File: config.mk
export PLATFORM = sky130hd
export DESIGN_NAME = wb_merge
export DESIGN_NICKNAME = d
export VERILOG_FILES = /design/src/rtl/wb_merge.sv
export SDC_FILE = /design/constraint.sdc
export NUM_CORES = 1
export LEC_CHECK = 0
export CAP_MARGIN = 10
export CORE_MARGIN = 8
export CORE_UTILIZATION = 45
export CTS_CLUSTER_DIAMETER = 40
export DETAILED_ROUTE_END_ITERATION = 10
export PLACE_DENSITY_LB_ADDON = 0.12
export REMOVE_ABC_BUFFERS = 1
export SLEW_MARGIN = 20
export SYNTH_ARGS = -nofsm -noshare
export SYNTH_HDL_FRONTEND = slang
export SYNTH_SLANG_ARGS = --single-unit
File: constraint.sdc
create_clock -name clk -period 3.2 [get_ports clk]
set_input_delay 0.32 -clock clk [delete_from_list [all_inputs] [get_ports clk]]
set_output_delay 0.32 -clock clk [all_outputs]
set_load 0.05 [all_outputs]
File: src/rtl/wb_merge.sv
// Writeback merge stage: single-cycle pipeline results bypass a small aux FIFO,
// which drains into the registered register-file write port when the pipeline is idle.
// Optional macro: WB_SQUASH_EN -- a pipeline write invalidates queued aux writes to the same register.
module wb_merge #(
  parameter int unsigned DEPTH = 4
) (
  input  logic        clk,
  input  logic        rst_n,
  input  logic        pipe_we,
  input  logic [4:0]  pipe_wrreg,
  input  logic [31:0] pipe_wrdata,
  input  logic        aux_valid,
  output logic        aux_ready,
  input  logic [4:0]  aux_wrreg,
  input  logic [31:0] aux_wrdata,
  input  logic [4:0]  chk1,
  input  logic [4:0]  chk2,
  input  logic [4:0]  chk3,
  output logic        pend1,
  output logic        pend2,
  output logic        pend3,
  output logic        regwrite,
  output logic [4:0]  wrreg,
  output logic [31:0] wrdata
);

  localparam int unsigned PW = (DEPTH > 1) ? $clog2(DEPTH) : 1;
  localparam int unsigned CW = PW + 1;

  logic [DEPTH-1:0] ent_valid;
  logic [DEPTH-1:0] valid_nxt;
  logic [4:0]       ent_reg  [DEPTH];
  logic [31:0]      ent_data [DEPTH];
  logic [PW-1:0]    rd_ptr;
  logic [PW-1:0]    wr_ptr;
  logic [CW-1:0]    count;

  logic pipe_hit;
  logic push;
  logic pop;

  // Ready depends only on occupancy so upstream never sees a drain-dependent path.
  assign aux_ready = (count != CW'(DEPTH));
  assign pipe_hit  = pipe_we && (pipe_wrreg != 5'd0);
  assign push      = aux_valid && aux_ready && (aux_wrreg != 5'd0);
  assign pop       = !pipe_hit && (count != CW'(0));

  // Next valid bits: popped slot freed, optional squash, then the newly pushed slot.
  always_comb begin
    valid_nxt = ent_valid;
    if (pop) valid_nxt[rd_ptr] = 1'b0;
`ifdef WB_SQUASH_EN
    if (pipe_hit) begin
      for (int i = 0; i < int'(DEPTH); i++) begin
        if (ent_reg[i] == pipe_wrreg) valid_nxt[i] = 1'b0;
      end
    end
`endif
    if (push) valid_nxt[wr_ptr] = 1'b1;
  end

  // FIFO control state: pointers, occupancy and per-entry valid bits.
  always_ff @(posedge clk or negedge rst_n) begin
    if (!rst_n) begin
      ent_valid <= '0;
      rd_ptr    <= '0;
      wr_ptr    <= '0;
      count     <= '0;
    end else begin
      ent_valid <= valid_nxt;
      if (pop)  rd_ptr <= rd_ptr + PW'(1);
      if (push) wr_ptr <= wr_ptr + PW'(1);
      case ({push, pop})
        2'b10:   count <= count + CW'(1);
        2'b01:   count <= count - CW'(1);
        default: count <= count;
      endcase
    end
  end

  // FIFO payload storage; contents are only meaningful while the valid bit is set.
  always_ff @(posedge clk) begin
    if (push) begin
      ent_reg[wr_ptr]  <= aux_wrreg;
      ent_data[wr_ptr] <= aux_wrdata;
    end
  end

  // Registered write port: pipeline first, else the FIFO head; address/data hold when idle.
  always_ff @(posedge clk or negedge rst_n) begin
    if (!rst_n) begin
      regwrite <= 1'b0;
      wrreg    <= 5'd0;
      wrdata   <= 32'd0;
    end else if (pipe_hit) begin
      regwrite <= 1'b1;
      wrreg    <= pipe_wrreg;
      wrdata   <= pipe_wrdata;
    end else if (pop && ent_valid[rd_ptr]) begin
      regwrite <= 1'b1;
      wrreg    <= ent_reg[rd_ptr];
      wrdata   <= ent_data[rd_ptr];
    end else begin
      regwrite <= 1'b0;
    end
  end

  // Pending flags over queued entries only; the output register is bypassed by the regfile.
  always_comb begin
    pend1 = 1'b0;
    pend2 = 1'b0;
    pend3 = 1'b0;
    for (int i = 0; i < int'(DEPTH); i++) begin
      if (ent_valid[i] && (ent_reg[i] == chk1)) pend1 = 1'b1;
      if (ent_valid[i] && (ent_reg[i] == chk2)) pend2 = 1'b1;
      if (ent_valid[i] && (ent_reg[i] == chk3)) pend3 = 1'b1;
    end
    if (chk1 == 5'd0) pend1 = 1'b0;
    if (chk2 == 5'd0) pend2 = 1'b0;
    if (chk3 == 5'd0) pend3 = 1'b0;
  end

endmodule
* Word-level counts from Yosys, hierarchy flattened
Memory sizes are Yosys's and may differ from the RTL's.
Cells that the tools add are included.
** Operators by class
- Add/sub/neg operators :: 4
- $lt $le $gt $ge :: 4
- Eq/ne operators :: 15
- Muxes and demuxes :: 32
- Bitwise operators :: 3
- Reductions and logical operators :: 28
** Operators with widths (count)
- $mux 32 :: 2
- $eq 5x5->1 :: 12
- $mux 1 :: 22
- $logic_and 1x1->1 :: 19
- $logic_not 5->1 :: 3
- $mux 5 :: 2
- $reduce_bool 5->1 :: 2
- $mux 4 :: 2
- $lt 2x3->1 const B :: 2
- $pmux 3 s2 :: 1
- $add 2x1->2 const B :: 2
- $and 4x4->4 :: 1
- $demux 1 s2 :: 2
- $ge 2x1->1 const B :: 2
- $not 4->4 :: 1
- $or 4x4->4 :: 1
- $reduce_bool 2->1 :: 2
- $add 3x1->3 const B :: 1
- $ne 3x3->1 const B :: 1
- $reduce_bool 3->1 :: 1
- $sub 3x1->3 const B :: 1
- $bmux 1 s2 :: 1
- $eq 2x1->1 const B :: 1
- $eq 2x2->1 const B :: 1
- $logic_not 1->1 :: 1
** Storage, ports and cells
- Register bits after elaboration :: 49
- Bits in writable memories :: 148
- Output and inout bits :: 42
- Logic and storage cells :: 95
- Memories kept :: 2
** Memory list
- ent_data :: words 4, bits a word 32, read ports 1, clocked after memory_dff 0, write ports 1, line 33 : logic [31:0] ent_data [DEPTH];
- ent_reg :: words 4, bits a word 5, read ports 5, clocked after memory_dff 0, write ports 1, line 32 : logic [4:0] ent_reg [DEPTH];

* Depth between registers and ports, before layout
- Depth in word-level cells :: 9
- Gate-level depth with buffers :: 12
- Gate-level depth less buffers :: 11

* Worst setup path after synthesis
OpenSTA, ideal clock, no wires.
- Path type :: reg-to-reg
- Start point :: register count[0]
- End point :: memory ent_data[0][0], enable pin
- Setup time :: 0.398 ns
- Data arrival time :: 2.374 ns
- Required time :: 2.802 ns
- Setup slack :: 0.428 ns
- Cell stages (with the launch flop) :: 7
- Path buffers :: 1
- Path through :: dfrtp_1 > inv_1 > nand3_1 > nand2_1 > a21oi_1 > clkbuf_1 > and2_1
** On the way
- Cells in the longest elaborated chain, start to end :: 5
** Ends and longest elaborated chain
- from (decl) :: line 36 : logic [CW-1:0] count;
- from (signal assigned) :: line 74 : 2'b10: count <= count + CW'(1);
- from (signal assigned) :: line 75 : 2'b01: count <= count - CW'(1);
- from (signal assigned) :: line 76 : default: count <= count;
- $ne 3x3->1 :: line 43 : assign aux_ready = (count != CW'(DEPTH));
- via aux_ready :: line 13 : output logic aux_ready,
- $logic_and 1x1->1 (2 in a row) :: line 45 : assign push = aux_valid && aux_ready && (aux_wrreg != 5'd0);
- $mux 1 :: line 83 : if (push) begin
- $mux 1 (implied by the code) :: line 85 : ent_data[wr_ptr] <= aux_wrdata;
- to (decl) :: line 33
The timed path passes the listed nets, and every way through them passes these cells.

==> run_results.csv <==
group,metric,value,unit
logic_synthesis,syn_area,0.00851,mm2
detailed_routing,wirelength,19100,um
logic_synthesis,ys_seq_area_frac,0.667,
final_layout,n_antenna_cell,0,
detailed_routing,drc,0,
setup_path,r2r_slack,1.04,ns
detailed_routing,met3_length,1190,um
logic_synthesis,syn_inst,526,
timing,slew_headroom,0.390,
floorplan,pin_count,135,
run_status,status,"completed",
detailed_routing,antenna_left,0,
floorplan,core,0.0186,mm2
power_and_ir_drop,pwr_density_cell,921,mW/mm2
setup_path,cp-end-kind,"output port",
logic_synthesis,ys_types,33,
place,gp_congestion,0.897,
flow_run,maxCapViolCount,0,
timing,min_period,2.99,ns
logic_synthesis,synth_top_flop_cell,"edfxtp_1",
power_and_ir_drop,power.leakage,3.85,nW
clock_tree,cts_tree,"done",
final_layout,drive_above_1_share,0.136,
final_layout,syn_to_final_growth,25.8,%
setup_path,crit_type,"register to output port",
floorplan,dieArea,0.0236,mm2
clock_tree,cts_root_buffer,"clkbuf_16",
timing,fin_crit_sh,0.935,
setup_path,cp.arrival,2.67,ns
setup_path,r2r-end,"count[2]",
clock_tree,worstSkewPairLatency,0.42,ns
setup_path,crit_path_start_kind,"register",
setup_path,required,2.88,ns
timing,tightest_slew,0.915,ns
setup_path,r2r_cells,12,
timing,hold_viol_final,0,
global_routing,grt_pass1_vias,5378,
worst_hold_path,hold_class,"input pin to async pin",
detailed_routing,wl_met2,9350,um
detailed_routing,num_vias,4872,
place,portBuffers,134,
clock_tree,ctsResizeCount,0,
logic_synthesis,synth.top_cell.area_share,0.523,
logic_synthesis,synth-edff-count,148,
timing,max_clock_freq,0.334,GHz
floorplan,rows,50,
global_routing,antenna_found_initial,0,
final_layout,stdcell_count,902,
logic_synthesis,yosysWarnings,0,
clock_tree,clk_pin_slew,0.07,ns
final_layout,nNetsFinal,758,
global_routing,grt_overflow_total,0,
clock_tree,cts_buffers,17,
floorplan,die_w,153,um
logic_synthesis,synth_area_leaders,"edfxtp_1 (52%), dfrtp_1 (14%), mux4_2 (10%)",
clock_tree,cts_setup_buffers,0,
detailed_routing,top_layer_used,"met4",
logic_synthesis,yosysTopAreaCell,"edfxtp_1",
floorplan,start_util,0.456,
power_and_ir_drop,ir_drop,0.580,mV
timing,slew_viol_final,0,
detailed_routing,drt_first_pass_iters,4,
timing,setup_viol_count_final,0,
place,hpwl,12700,um
logic_synthesis,async_flop_share,0.249,
power_and_ir_drop,p_total,0.00985,W
clock_tree,hold_buffers,0,
detailed_routing,wl_per_cell,21.2,um
clock_tree,cts.sinks,197,
setup_path,cp_max_fo,4,
clock_tree,htreeDepth,4,
global_routing,grt_usage,0.167,
floorplan,die_height,153,um
detailed_routing,met1_length,8180,um
clock_tree,clockBufferDepth,2,
logic_synthesis,ys_ff_latch,197,
setup_path,crit_start,"ent_reg[0][3]",
global_routing,grt_max_degree,60,
detailed_routing,drtIter0Drc,290,
detailed_routing,avgViaCountPerCell,5.40,
place,place_inst,870,
final_layout,largest_reg_flops,128,
timing,rsz0062_at_grt,"no",
setup_path,reg2reg_from,"count[0]",
logic_synthesis,synth.avg_cell_area,16.2,um2
timing,skew,0.0107,ns
global_routing,grt_pass1_wl,30300,um
-- synth_stat cells (all sizes together) (4+ instances only) --
master,n
and2,4
nand3,13
buf,15
dfrtp,49
inv,8
mux2i,37
nand2,9
or4,4
a21oi,37
clkbuf,21
mux4,38
edfxtp,148
xor2,50
xnor2,15
nor4,12
nor2,39
ha,9
a22o,4
-- metal layers --
layer | global-route usage | vias to the layer above
li1 | - | 2236
met1 | 0.209 | 2452
met2 | 0.272 | 147
met3 | 0.0496 | 37
met4 | 0.0597 | 0
met5 | 0 | -
-- how the worst max path moves through the flow --
stage | to | depth (start not counted)
4_1_cts | pend2 | 6
3_5_place_dp | pend3 | 7
3_3_place_gp | pend3 | 7
5_1_grt | pend3 | 6
2_1_floorplan | wrreg[4] | 5
6_report | pend1 | 6
-- critical path, cell delays in order (launching register included) --
cell,delay (ns)
edfxtp_1,0.53
xor2_1,0.23
nor4_1,0.34
nand3_1,0.13
nand4_1,0.12
o21a_1,0.12
clkdlybuf4s50_1,0.80
-- area by class of cell --
cell class	count	area, um2
Tap cell	234	293
Multi-Input combinational cell	285	2640
Sequential cell	197	5670
Fill cell	1490	7950
Clock buffer	20	437
Timing Repair Buffer	146	1480
Clock inverter	12	146
Inverter	8	30.0
-- stage by stage --
step           TNS (ns)  setup WS [ns]  cell area [um2]  hold WS (ns)   util
6_report              0          0.206            10700        0.0300  0.574
2_1_floorplan    -11.03         -0.329             8340        0.0244      -
3_3_place_gp          0          0.417            10100         0.481  0.542
5_1_grt               0         0.0673            10700        0.0970  0.574
4_1_cts               0          0.190            10700        0.0553  0.574
3_5_place_dp          0          0.314            10100         0.518  0.542
-- logic make-up after synthesis --
logic type               after synthesis  synth area share
AO/OA/AOI/OAI                         49            0.0343
XOR/XNOR                              65            0.0669
adder cells (fa/ha/maj)               10            0.0156
buffers and inverters                 44            0.0234
flip-flops                           197             0.667
multiplexers                          76             0.145
AND/OR/NAND/NOR                       85            0.0477
-- placed cells by master, fill, tap and decap left out, types with 9 or more instances in the layout --
cell type / count
nand3_1: 13
xor2_1: 50
dfrtp_1: 47
edfxtp_1: 148
clkbuf_16: 17
mux2i_1: 37
clkdlybuf4s50_1: 133
xnor2_1: 15
nor2_1: 39
ha_1: 9
nor4_1: 12
mux4_2: 38
a21oi_1: 37
-- where the power goes --
part	internal [W]	switching, W	total [W]
clock	0.00117	0.000944	0.00212
sequential	0.00349	0.000372	0.00386
combinational	0.00157	0.00230	0.00387
(Power assumes the default switching activity.)
